<file path="src/rtl/rot_issue_pkg.sv">
// Shared types for the rotate/shift issue stage: op encoding, result record, CR0 helper.
package rot_issue_pkg;

  localparam int unsigned DWIDTH = 32;

  typedef enum logic [2:0] {
    RLWINM = 3'd0,
    RLWIMI = 3'd1,
    RLWNM  = 3'd2,
    SLW    = 3'd3,
    SRW    = 3'd4,
    SRAW   = 3'd5,
    SRAWI  = 3'd6
  } Rot_op;

  typedef struct packed {
    logic [DWIDTH-1:0] res;
    logic [4:0]        tag;
    logic [3:0]        cr;
    logic              cr_we;
    logic              ca;
    logic              ca_we;
  } Rot_result;

  // CR0 as {lt, gt, eq, so}; so is never set by this unit.
  function automatic logic [3:0] calc_cr0(input logic [DWIDTH-1:0] r);
    logic lt, eq;
    lt = r[DWIDTH-1];
    eq = !lt && (r == '0);
    return {lt, !lt && !eq, eq, 1'b0};
  endfunction

endpackage

</file>
<file path="src/rtl/rot_issue_rotm.sv">
// Combinational rotate-and-mask unit: rotl(rs, sh) merged with ins under mask mstart..mstop
// (PowerISA bit numbering, wrapping when mstart > mstop).
module rot_issue_rotm
  import rot_issue_pkg::*;
(
  input  logic [DWIDTH-1:0] rs,
  input  logic [DWIDTH-1:0] ins,
  input  logic [4:0]        sh,
  input  logic [4:0]        mstart,
  input  logic [4:0]        mstop,
  output logic [DWIDTH-1:0] res,
  output logic              ca
);

  logic [DWIDTH-1:0] rot, m_hi, m_lo, mask;

  always_comb begin
    rot  = (rs << sh) | (rs >> (6'd32 - {1'b0, sh}));
    // PowerISA bit i maps to vector bit 31-i.
    m_hi = {DWIDTH{1'b1}} >> mstart;
    m_lo = {DWIDTH{1'b1}} << (5'd31 - mstop);
    mask = (mstart <= mstop) ? (m_hi & m_lo) : (m_hi | m_lo);
    res  = (rot & mask) | (ins & ~mask);
    ca   = rs[DWIDTH-1] & (|(rot & ~mask));
  end

endmodule

</file>
<file path="src/rtl/rot_issue.sv">
// Issue/result stage for rlwinm/rlwimi/rlwnm/slw/srw/sraw/srawi.
// Define ROT_ISSUE_SKID_EN for a 2-entry output buffer; otherwise a single output register.
module rot_issue
  import rot_issue_pkg::*;
(
  input  logic              clk,
  input  logic              reset,
  input  logic              in_valid,
  output logic              in_ready,
  input  logic [2:0]        in_op,
  input  logic [DWIDTH-1:0] in_rs,
  input  logic [DWIDTH-1:0] in_ra,
  input  logic [DWIDTH-1:0] in_rb,
  input  logic [4:0]        in_sh,
  input  logic [4:0]        in_mb,
  input  logic [4:0]        in_me,
  input  logic              in_rc,
  input  logic [4:0]        in_tag,
  output logic              out_valid,
  input  logic              out_ready,
  output logic [DWIDTH-1:0] out_res,
  output logic [4:0]        out_tag,
  output logic [3:0]        out_cr,
  output logic              out_cr_we,
  output logic              out_ca,
  output logic              out_ca_we
);

  Rot_op             op;
  logic [4:0]        n, rot_sh, mstart, mstop;
  logic              big, is_sra;
  logic [DWIDTH-1:0] ins, rot_res, fin_res;
  logic              rot_ca, fin_ca;
  Rot_result         nxt, head;
  logic              unused_rb;

  assign op        = Rot_op'(in_op);
  assign unused_rb = ^in_rb[DWIDTH-1:6];

  always_comb begin
    n      = (op == SRAWI) ? in_sh : in_rb[4:0];
    is_sra = (op == SRAW) || (op == SRAWI);
    big    = 1'b0;
    rot_sh = in_sh;
    mstart = in_mb;
    mstop  = in_me;
    ins    = '0;
    case (op)
      RLWIMI: ins = in_ra;
      RLWNM:  rot_sh = n;
      SLW: begin
        rot_sh = n;
        mstart = '0;
        mstop  = 5'd31 - n;
        big    = in_rb[5];
      end
      SRW, SRAW, SRAWI: begin
        rot_sh = 5'd0 - n;
        mstart = n;
        mstop  = 5'd31;
        big    = in_rb[5] && (op != SRAWI);
        if (op != SRW) ins = {DWIDTH{in_rs[DWIDTH-1]}};
      end
      default: ;
    endcase
  end

  rot_issue_rotm u_rotm (
    .rs     (in_rs),
    .ins    (ins),
    .sh     (rot_sh),
    .mstart (mstart),
    .mstop  (mstop),
    .res    (rot_res),
    .ca     (rot_ca)
  );

  // Shift amounts of 32..63 replace the rotate unit's result outright.
  always_comb begin
    fin_res = rot_res;
    fin_ca  = is_sra && rot_ca;
    if (big) begin
      if (op == SRAW) begin
        fin_res = {DWIDTH{in_rs[DWIDTH-1]}};
        fin_ca  = in_rs[DWIDTH-1];
      end else begin
        fin_res = '0;
      end
    end
    nxt = '{res: fin_res, tag: in_tag, cr: calc_cr0(fin_res),
            cr_we: in_rc, ca: fin_ca, ca_we: is_sra};
  end

`ifdef ROT_ISSUE_SKID_EN
  Rot_result  q0, q1;
  logic [1:0] count, count_nxt;
  logic       in_ready_r, push, pop;

  assign push = in_valid && in_ready_r;
  assign pop  = (count != 2'd0) && out_ready;

  always_comb begin
    count_nxt = count;
    if (push && !pop)      count_nxt = count + 2'd1;
    else if (pop && !push) count_nxt = count - 2'd1;
  end

  // q0 is always the head; q1 only fills when the head is stalled.
  always_ff @(posedge clk or negedge reset) begin
    if (!reset) begin
      q0         <= '0;
      q1         <= '0;
      count      <= '0;
      in_ready_r <= 1'b1;
    end else begin
      count      <= count_nxt;
      in_ready_r <= (count_nxt < 2'd2);
      case (count)
        2'd0: if (push) q0 <= nxt;
        2'd1: begin
          if (push && pop) q0 <= nxt;
          else if (push)   q1 <= nxt;
        end
        default: if (pop) q0 <= q1;
      endcase
    end
  end

  assign in_ready  = in_ready_r;
  assign out_valid = (count != 2'd0);
  assign head      = q0;
`else
  Rot_result q;
  logic      valid_r;

  assign in_ready = !valid_r || out_ready;

  always_ff @(posedge clk or negedge reset) begin
    if (!reset) begin
      q       <= '0;
      valid_r <= 1'b0;
    end else if (in_ready) begin
      valid_r <= in_valid;
      if (in_valid) q <= nxt;
    end
  end

  assign out_valid = valid_r;
  assign head      = q;
`endif

  assign out_res   = head.res;
  assign out_tag   = head.tag;
  assign out_cr    = head.cr;
  assign out_cr_we = head.cr_we;
  assign out_ca    = head.ca;
  assign out_ca_we = head.ca_we;

endmodule
</file>
<file path="config.mk">
export PLATFORM = sky130hd
export DESIGN_NAME = rot_issue
export DESIGN_NICKNAME = d
export VERILOG_FILES = /design/src/rtl/rot_issue_pkg.sv /design/src/rtl/rot_issue_rotm.sv /design/src/rtl/rot_issue.sv
export SDC_FILE = /design/constraint.sdc
export NUM_CORES = 1
export LEC_CHECK = 0
export ABC_AREA = 1
export CAP_MARGIN = 20
export CORE_ASPECT_RATIO = 0.5
export CORE_MARGIN = 1
export CORE_UTILIZATION = 48
export CTS_BUF_LIST = sky130_fd_sc_hd__clkbuf_16
export DETAILED_ROUTE_END_ITERATION = 6
export GPL_TIMING_DRIVEN = 1
export PLACE_DENSITY = 0.79
export SYNTH_ARGS = -nofsm -noshare
export SYNTH_HDL_FRONTEND = slang
export SYNTH_SLANG_ARGS = --single-unit
</file>
<file path="constraint.sdc">
create_clock -name clk -period 1.2 [get_ports clk]
set_input_delay 0.18 -clock clk [delete_from_list [all_inputs] [get_ports clk]]
set_output_delay 0.18 -clock clk [all_outputs]
set_load 0.005 [all_outputs]
</file>
==> results by group, run 1 <==
Outcome
  • Tool error: [ERROR GRT-0232] Routing congestion too high. Check the congestion heatmap in the GUI.
  • Outcome: did not finish
  • Last stage: global routing

Placed design
  • Place WS: -2.75 ns
  • Port buffer count: 142
  • Post-DP HPWL: 28.3 mm
  • RePlAce Congestion: 1.21

Clock tree
  • Total CTS buffers: 5
  • Clock sinks: 43
  • CTS max path bufs: 2
  • Root Buffer: clkbuf_16
  • H-tree Lvls: 2

Die
  • Die X: 183 um
  • Site row count: 32
  • Initial Utilization: 50.0%
  • IO Count: 170
  • Die Y: 92.3 um

GRT
  • Largest net degree at the start of global routing: 44
  • Grt ovf: 11
  • Global Route Usage Sum: 80.3%

Synthesis
  • Adder-Cell Fraction of Synth Area: 1.37%
  • Register area share after synthesis: 13.7%
  • Area leader, netlist: nand2_1
  • Post-Synth Simple-Gate Area: 60.4%
  • Mux share of post-synthesis cell area: 0%
  • Distinct cell type count after synthesis: 44
  • Synth Area in Compound Gates: 13.0%
  • Synth Area in XOR/XNOR: 0%
  • Top cell type's share of synthesized area: 32.4%
  • Flops & latches, synth: 43
  • Average size of a mapped cell: 4.98 um2
  • Synthesized area: 7840 um2
  • Ys Warns: 0
  • Post-synthesis cell count: 1574
  • Mapped Nets: 1705
  • Largest family of logic cells by synthesized area: simple AND/OR/NAND/NOR gates
  • Synth top area cells: nand2_1 (32%), nand3_1 (18%), dfrtp_1 (14%), inv_1 (5.9%), nor2_1 (5.7%)

Timing
  • Worst endpoint from the post-global-route timing repair: out_cr[2]$_DFFE_PN0P_/D
  • Worst_ep kind: register input
-- repair_timing --
action,in CTS
gates resized for setup,295
buffers inserted,47
gates cloned,9
pin swaps,78
setup endpoints to repair,87
endpoints found under the hold margin,43
hold buffers,1
-- cell usage after synthesis, drive strengths merged --
| cell type | count |
|---|---|
| and2 | 4 |
| a31oi | 13 |
| a21boi | 2 |
| buf | 45 |
| nand3b | 5 |
| or2 | 1 |
| nand2 | 686 |
| clkinv | 2 |
| ha | 7 |
| conb | 1 |
| clkbuf | 36 |
| o21ai | 77 |
| dfrtp | 43 |
| o211ai | 4 |
| nor2 | 122 |
| a21o | 3 |
| o32ai | 1 |
| o21bai | 3 |
| a22oi | 1 |
| a21oi | 68 |
| inv | 132 |
| o22ai | 3 |
| o221ai | 2 |
| o21a | 3 |
| nand3 | 284 |
| nand4 | 23 |
| maj3 | 2 |
| nor3 | 1 |
-- stage by stage --
| step | hold slack, ns | area, um2 | TNS (ns) | util, % | cells |
|---|---|---|---|---|---|
| after floorplan | -0.116 | 8160 | -51.89 | - | 1574 |
| after global placement | 0.165 | 11700 | -81.77 | 74.5 | 2136 |
| after detailed placement | 0.168 | 11700 | -86.48 | 74.5 | 2136 |
| after CTS | 0.408 | 13000 | -52.81 | 83.2 | 2200 |
-- kinds of logic after synthesis --
family	after synthesis
simple gates	1126
compound gates	180
flops	43
buf+inv	215
fa+ha+maj	9
other cells	1
-- routing by layer --
layer  overflow  GRT usage [%]
met1          0           79.9
met2          3           93.9
met3          1           68.9
met4          7           80.7
met5          0           40.9
==> run 2: changes to the inputs <==
CORE_ASPECT_RATIO = unset   (was 0.5)
CORE_UTILIZATION = 40   (was 48)
CTS_BUF_LIST = unset   (was sky130_fd_sc_hd__clkbuf_16)
PLACE_DENSITY = unset   (was 0.79)
PLACE_DENSITY_LB_ADDON = 0.15   (was unset)
clock period = 1.56 ns   (was 1.2 ns; I/O delays follow)
==> run 2 against run 1 <==
The flow now finishes, with violations (negative setup slack). Synthesized cell count unchanged. Synthesized area unchanged.
==> results by group, run 2 <==
Cells and area
  • Inserted Diodes: 0
  • Most frequent cells in the layout: nand2_1 (530), buf_4 (325), nand3_1 (188)
  • Fill cell count: 1371
  • Most common cell after layout, fill and taps aside: nand2_1
  • Max reg flops: 32
  • Area Growth Syn to Fin: 92.1%
  • Fin nets: 2194
  • FF+latch area: 1080 um2
  • Area of the multi-input gates: 7660 um2
  • Final Instance Area: 15100 um2
  • Layout cell share with drive strength beyond 1: 40.8%

Clock tree
  • Total CTS buffers: 5 (unchanged)
  • Clk Latency, worst-skew pair: 0.29 ns
  • H-tree Lvls: 2 (unchanged)
  • CTS max path bufs: 2 (unchanged)
  • TritonCTS clock tree: built
  • Clock sinks: 43 (unchanged)
  • Worst-path clk slew: 0.06 ns
  • Root Buffer: clkbuf_16

Worst setup path
  • Largest stage delay on the critical path: 0.47 ns
  • CP startpoint: in_op[0]
  • Crit. End Element: register
  • R2R Setup Slk: 0.22 ns
  • Critical path class: in2reg
  • CP required: 1.74 ns
  • Worst r2r src: out_valid
  • Crit-path max FO: 8
  • Crit start category: input port
  • Most used cell, CP: nand2_2
  • Slowest CP cell: ha_4
  • CP arrival: 3.49 ns

GRT
  • First-pass GRT wire length: 61.2 mm
  • Global Route Usage Sum: 38.9%
  • Largest net degree at the start of global routing: 44
  • Grt ovf: 0
  • Initial antenna violation count: 0
  • Vias in the first global route: 12200

Timing
  • RSZ-0062 raised after global routing: true
  • Final Skew: 0.00654 ns
  • Final Hold Viols: 0
  • Final setup viols: 35
  • Fmax: 303 MHz
  • Fin. max-slew vios: 0
  • Final worst setup slack: -1.74 ns
  • Final TNS setup: -48.30 ns
  • Final Critical Period: 3.30 ns
  • Period utilization: 212%

Pwr
  • Final Power: 0.0153 W
  • Max IR drop VDD: 0.000610 V
  • Comb power frac: 81.9%
  • Power per standard cell area: 1010 nW/um2
  • NetSw: 0.00745 W
  • Clk pwr share: 7.9%
  • Leakage: 7.69 nW
  • Switching Share: 48.9%
  • Sequential share of power: 10.1%
  • Internal Power: 0.00780 W

Synthesis
  • Distinct cell type count after synthesis: 44 (unchanged)
  • Flops & latches, synth: 43 (unchanged)
  • Most frequent cell after synthesis: nand2_1
  • Top cell type's share of synthesized area: 32.4% (unchanged)
  • Mapped Nets: 1705 (unchanged)
  • Post-synthesis cell count: 1574 (unchanged)
  • Area leader, netlist: nand2_1
  • Synthesized area: 7840 um2 (unchanged)
  • Ys flop type: dfrtp_1
  • Ys Warns: 0 (unchanged)
  • Synth top area cells: nand2_1 (32%), nand3_1 (18%), dfrtp_1 (14%), inv_1 (5.9%), nor2_1 (5.7%)
  • Asr flop ratio synth: 100% (unchanged)
  • Top post-synthesis cells by count: nand2_1 (676), nand3_1 (279), inv_1 (123)
  • Average size of a mapped cell: 4.98 um2 (unchanged)
  • Register area share after synthesis: 13.7% (unchanged)
  • Post-synth EDFFs: 0 (unchanged)

Routing
  • Post-DR wirelength/cell: 18.3 um
  • Detailed-route via count: 13200
  • Drt total wl: 42.4 mm
  • DRT iter0 DRCs: 1316
  • Post-detailed-route DRC marker count: 0
  • Drt pass-1 iters: 7
  • Final ANT Viol Nets: 0
  • Vias/cell: 5.68

Placed design
  • Port buffer count: 142 (unchanged)
  • Dpl cell area: 12200 um2 (+5.0%)
  • Post-DP HPWL: 29.9 mm (+5.9%)
  • Place WS: -2.56 ns (+0.196 ns)
  • RePlAce Congestion: 1.01 (-16%)

Die
  • Die ar.: 20200 um2
  • IO Count: 170 (unchanged)
  • Die X: 142 um (-22%)
  • Die Y: 142 um (+54%)
  • Site row count: 50 (+56%)
  • Initial Utilization: 41.3% (-8.7 points)
  • Core Area: 19000 um2

Job
  • Max-Cap Viols: 0

Outcome
  • Failing checks: negative setup slack
  • Outcome: finished with violations

Worst hold path
  • Hold Crit Class: in2async
run 2: cell counts after synthesis:
Identical to the previous run, type by type.
run 2: cell families (layout without fill, tap and decap cells):
group / count (synthesis) / count (layout) / share of synthesized area, %
adder cells (fa/ha/maj): 9 / 9 / 1.37
AND/OR/NAND/NOR: 1126 / 1127 / 60.4
AO/OA/AOI/OAI: 180 / 180 / 13.0
buffers and inverters: 215 / 704 / 11.4
flip-flops: 43 / 43 / 13.7
other: 1 / 1 / 0.0479
run 2: worst paths after layout:
kind	to	cells past startpoint
min in group clk	out_tag[1]	3
max reg2reg	out_res[12]	5
min	out_tag[3]	3
min reg2reg	out_tag[1]	2
max	out_cr[2]	30
max in group asynchronous	out_res[2]	3
run 2: what timing repair did:
| item | 4_1_cts | 5_1_grt |
|---|---|---|
| buffers inserted | 50 | 33 |
| pin swaps | 79 | 155 |
| cloned | 10 | 2 |
| hold buffers | 1 | 0 |
| hold endpoints to repair | 43 | 0 |
| gates resized for setup | 276 | 277 |
| endpoints found under the setup margin | 36 | 37 |
run 2: cell type report:
type	instances	area share, %
timing repair buffer	558	34.7
clock buffer	5	0.831
inverter	134	3.67
multi-input combinational	1317	50.9
tap	260	2.16
timing repair inverter	4	0.332
clock inverter	3	0.291
sequential	43	7.15
run 2: worst max-delay path: cells and delay by family:
kind                     cells  cell delay, ns
adder cells (fa/ha/maj)      2            0.75
buffers and inverters        6            0.55
AND/OR/NAND/NOR             22            1.95
run 2: power by group through the flow:
stage / registers (W) / logic [W] / clock network [W]
global route: 0.00158 / 0.0132 / 0.00125
global placement: 0.00155 / 0.00886 / 0
detailed placement: 0.00155 / 0.00891 / 0
floorplan: 0.00156 / 0.00467 / 0
CTS: 0.00154 / 0.0104 / 0.00121
finish: 0.00155 / 0.0125 / 0.00121
run 2: stage by stage:
| step | utilization (%) | hold slack [ns] | std cells |
|---|---|---|---|
| after floorplan | - | -0.0616 | 1574 |
| after global placement | 64.6 | 0.222 | 2241 |
| after detailed placement | 64.6 | 0.225 | 2241 |
| after CTS | 73.1 | 0.457 | 2304 |
| after global routing | 79.4 | 0.490 | 2324 |
| final | 79.4 | 0.471 | 2324 |
run 2: metal layers:
metal,GRT usage [%],vias to the layer above,routed length [um]
met1,47.2,6037,16000
met4,16.7,0,2450
met3,6.93,235,3970
met5,0,-,0
met2,67.4,837,20000
li1,-,6085,-
No activity file was read; power rests on OpenSTA's default activity.
==> variant 1: new RTL, config.mk and constraints of run 2 <==
The option `ROT_ISSUE_SKID_EN` is turned on by a define.
--- a/src/rtl/rot_issue.sv
+++ b/src/rtl/rot_issue.sv
@@ -1,4 +1,6 @@
 // Issue/result stage for rlwinm/rlwimi/rlwnm/slw/srw/sraw/srawi.
 // Define ROT_ISSUE_SKID_EN for a 2-entry output buffer; otherwise a single output register.
+`define ROT_ISSUE_SKID_EN
+
 module rot_issue
   import rot_issue_pkg::*;
Check against the original RTL: not equivalent (a bounded check fails within 4 cycles, from zero or initial values and one cycle with reset low).
==> variant 1 against run 2 <==
- final cell count increased by 18%
- critical path depth rose by 2
- highest routed layer unchanged
- non-clock buffer count grew 28
- clock power rose by 110%
- routed wire length rose by 23%
- synthesized area is 32% higher
- via count rose by 16%
- register-to-register slack worse by 0.56 ns
- total power up 68%
- setup slack got worse by 0.048 ns
- critical path type unchanged
- cell area is 24% higher
- the run still ends with negative setup slack left
- sequential cell count up 44
==> variant 1: results (changes against run 2) <==
stage,metric,value,unit,change
global_routing,grt_pass1_vias,14200,,+16%
route,drtPass1Iterations,6,,-1
worst_setup_path,worst_r2r_endpoint,out_res[21],,
worst_setup_path,worstPathArrival,3.59,ns,+0.10 ns
layout,fin_nets,2544,,+16%
placement,routabilityCongestion,1.04,,+2.2%
worst_setup_path,path_max_fanout,7,,-1
synth,syn_nets,2047,,+20%
synth,synth_common_cells,"nand2_1 (812), nand3_1 (299), inv_1 (165), o21ai_0 (126), nor2_1 (97)",,
sta,setup_viol,78,,+120%
global_routing,grt_max_degree,51,,+16%
global_routing,met2_usage,59.3,%,-8.0 points
clock_network,insertion_delay,0.35,ns,+0.06 ns
sta,skew,0.00861,ns,+0.00207 ns
route,met1Wirelength,21.8,mm,+36%
placement,dp.cells,2633,,+17%
sta,setup_slack,-1.79,ns,-0.0482 ns
worst_setup_path,r2r_cells,13,,+8
layout,largest_reg_flops,42,,+31%
clock_network,numCtsBuffers,9,,+4
route,via_per_inst,5.58,,-1.7%
synth,yosys-top-cells-area,"nand2_1 (29%), dfrtp_1 (21%), nand3_1 (14%)",,
route,drt-total-wl,52.2,mm,+23%
route,avgRoutedWirePerCell,19.1,um,+4.3%
synth,syn-mean-instance-area,5.42,um^2,+8.9%
pwr,p_leak,9.52,nW,+24%
global_routing,grt_usage,36.4,%,-2.5 points
sta,tns,-102.62,ns,-54.32 ns
global_routing,use_met3,7.13,%,+0.20 points
worst_setup_path,rr_startpoint,count[1],,
placement,hpwl,37.0,mm,+24%
layout,largest_register,q1,,
layout,drive_gt1_share,41.4,%,+0.53 points
layout,nFillCells,2033,,+48%
worst_setup_path,worst-r2r-setup-slack,-0.34,ns,-0.56 ns
clock_network,htree_levels,3,,+1
synth,synth_flop_cell,dfrtp_1,,
worst_setup_path,endpoint,out_ca,,
outcome,violations,negative setup slack,,
route,route.met2.wl,23.8,mm,+19%
synth,ys_seq_area_share,21.0,%,+7.3 points
pwr,irDropWorstVdd,1180,uV,+93%
route,drt_iter0_markers,1421,,+8.0%
placement,dp_slack,-2.72,ns,-0.167 ns
outcome,run_status,"complete, but fails checks",,
route,dr_wl_met3,4.53,mm,+14%
[variant 1: cell types whose count changed in the layout (fill, tap and decap cells not counted), sizes merged, moves of 7 or more]
cell    change
dfrtp      +43
buf        +22
nand2     +146
clkbuf     +10
nor2       -21
a21oi      -13
nand3      +23
o21ai      +80
inv        +48
nand4       -7
[variant 1: cell families after synthesis]
family	Yosys count	synth area share, %
other	1	0.0362
flip-flops	87	21.0
AND/OR/NAND/NOR	1269	51.9
AO/OA/AOI/OAI	256	13.7
adder cells (fa/ha/maj)	14	1.67
buffers and inverters	283	11.6
[variant 1: report_power, final]
group          internal (mW)  total, mW  switching, mW
clock network           1.59       2.58          0.990
logic                   8.63       19.1           10.5
registers               3.41       3.93          0.524
[variant 1: critical path, delay by kind of cell]
family	cells	cell delay, ns
compound gates	1	0.19
fa+ha+maj	2	0.73
buf+inv	7	0.74
simple gates	22	1.65
[variant 1: per-stage QoR]
stage | power [mW] | hold WS, ns | instance area [um^2]
2_1_floorplan | 11.3 | -0.0616 | 10700
3_3_place_gp | 17.3 | 0.199 | 14800
3_5_place_dp | 17.5 | 0.198 | 14800
4_1_cts | 22.1 | 0.372 | 16800
5_1_grt | 27.1 | 0.429 | 18600
6_report | 25.6 | 0.390 | 18600
[variant 1: repair_timing]
action                                  CTS  global route
hold buffers                              1             0
gates cloned                              4             9
buffers inserted                         60            46
resized for setup                       376           372
pin swaps                               153           158
endpoints found under the setup margin   88            89
endpoints found under the hold margin    26             0
[variant 1: layout make-up]
type / count / area share (%)
timing repair inverter: 2 / 0.121
clock inverter: 7 / 0.685
clock buffer: 9 / 1.21
timing repair buffer: 586 / 29.8
sequential: 87 / 11.7
inverter: 181 / 3.93
tap: 330 / 2.22
multi-input combinational: 1540 / 50.4
==> variant 2: new RTL, config.mk and constraints of run 2 <==
Made on the original files. Remove the case item `SLW` of the case on `op`.
--- a/src/rtl/rot_issue.sv
+++ b/src/rtl/rot_issue.sv
@@ -49,10 +49,4 @@
       RLWIMI: ins = in_ra;
       RLWNM:  rot_sh = n;
-      SLW: begin
-        rot_sh = n;
-        mstart = '0;
-        mstop  = 5'd31 - n;
-        big    = in_rb[5];
-      end
       SRW, SRAW, SRAWI: begin
         rot_sh = 5'd0 - n;
Formal check against the unedited RTL: not equivalent (a bounded check fails within 4 cycles, from zero or initial values and one cycle with reset low).
==> variant 2 against run 2 <==
- the flow still finishes with violations (negative setup slack)
- critical endpoint is now out_res[7]
- cell area fell by 1.2%
- setup slack improved by 0.23 ns
- global-route usage fell by 1.5 points
- sequential cell count did not move
- routed wire length fell by 0.85%
- utilization fell by 3.5 points
- synthesized area rose by 2.5%
- total power fell by 13%
- hold slack barely moved
- combinational power fell by 14%
- synthesized cell count rose by 0.95%
- via count fell by 3.0%
==> variant 2: results (changes against run 2) <==
stage,metric,value,unit,change
sta,setup_slack,-1.52,ns,+0.229 ns
placement,dp_slack,-2.49,ns,+0.0674 ns
min_path,hold_path_class,reg2reg,,
global_routing,grt_pass1_vias,11400,,-6.3%
pwr,internal-power,6.95,mW,-11%
synth,ys_seq_area_share,13.4,%,-0.34 points
route,drtPass1Iterations,6,,-1
route,dr_wl_met3,4.16,mm,+4.6%
global_routing,grt_usage,37.4,%,-1.5 points
outcome,run_status,"complete, but fails checks",,
synth,synthAdderAreaFrac,1.56,%,+0.18 points
synth,ys_types,45,,+2.3%
global_routing,met1_usage,48.6,%,+1.5 points
sta,skew,0.00277,ns,-0.00377 ns
route,via_per_inst,5.57,,-2.0%
placement,dp.cells,2221,,-0.89%
worst_setup_path,slowest_stage,a22oi_2,,
worst_setup_path,path_max_fanout,6,,-2
pwr,pg_comb,10.8,mW,-14%
placement,routabilityCongestion,1.02,,+0.20%
placement,hpwl,30.4,mm,+1.7%
worst_setup_path,crit_path_max_incr_delay,0.40,ns,-0.07 ns
pwr,p_leak,7.56,nW,-1.6%
synth,yosys-top-cells-area,"nand2_1 (31%), dfrtp_1 (13%), nand3_1 (12%)",,
pwr,combPwrFrac,80.9,%,-1.0 points
layout,layout.cells.non_filler,2300,,-1.0%
synth,synth_common_cells,"nand2_1 (672), nand3_1 (186), inv_1 (139), nor2_1 (135), o21ai_0 (91)",,
global_routing,met2_usage,62.5,%,-4.8 points
layout,nFillCells,1549,,+13%
outcome,violations,negative setup slack,,
pwr,power_frac_seq,11.5,%,+1.4 points
sta,setup_viol,35,,unchanged
synth,syn_nets,1719,,+0.82%
global_routing,grt_pass1_wl,59.3,mm,-3.1%
route,met1Wirelength,16.7,mm,+4.1%
global_routing,use_met3,6.53,%,-0.40 points
[variant 2: changes by cell type after synthesis, sizes merged, moves of 5 or more]
cell	delta
nand3	-93
o21ai	+26
nor2	+22
inv	+20
a21oi	+17
clkbuf	-6
nand4	+5
[variant 2: cell families (layout without fill, tap and decap cells)]
group	Yosys count	in the layout
buf+inv	236	682
fa+ha+maj	11	11
simple gates	1070	1070
other cells	1	1
flops	43	43
compound gates	228	228
[variant 2: critical path: cells and delay by family]
kind,cells,cell delay [ns]
buffers and inverters,12,1.29
AOI/OAI and AO/OA,3,0.59
and+or+nand+nor,8,0.87
adders and majority gates,1,0.28
[variant 2: per-stage QoR]
stage,setup TNS [ns],area [um^2]
floorplan,-35.82,8300
finish,-39.45,14900
global placement,-67.72,11900
CTS,-42.24,13200
global route,-42.85,14900
detailed placement,-71.22,11900
[variant 2: worst paths after layout]
| kind | startpoint | end | slack [ns] | cells past startpoint |
|---|---|---|---|---|
| setup / recovery | in_op[1] | out_res[7] | -1.52 | 24 |
| hold reg to reg | out_ca | out_ca | 0.47 | 2 |
| min in group asynchronous | reset | out_tag[4] | 0.48 | 3 |
| hold / removal | out_ca | out_ca | 0.47 | 2 |
| max in group asynchronous | reset | out_res[15] | 0.87 | 3 |
| setup reg to reg | out_valid | out_res[30] | 0.10 | 5 |
[variant 2: area by class of cell]
class                      count  area share, %
timing repair inverter         3          0.244
sequential                    43           7.23
clock buffer                   6          0.866
tap                          265           2.23
clock inverter                 2         0.0841
timing repair buffer         514           33.4
inverter                     157           4.47
multi-input combinational   1310           51.5
[variant 2: what timing repair did]
action	in CTS	in global routing
hold endpoints to repair	43	0
pin swaps	95	182
hold buffers	1	0
gates resized for setup	208	378
gates cloned	7	8
setup buffers	37	40
endpoints found under the setup margin	36	35
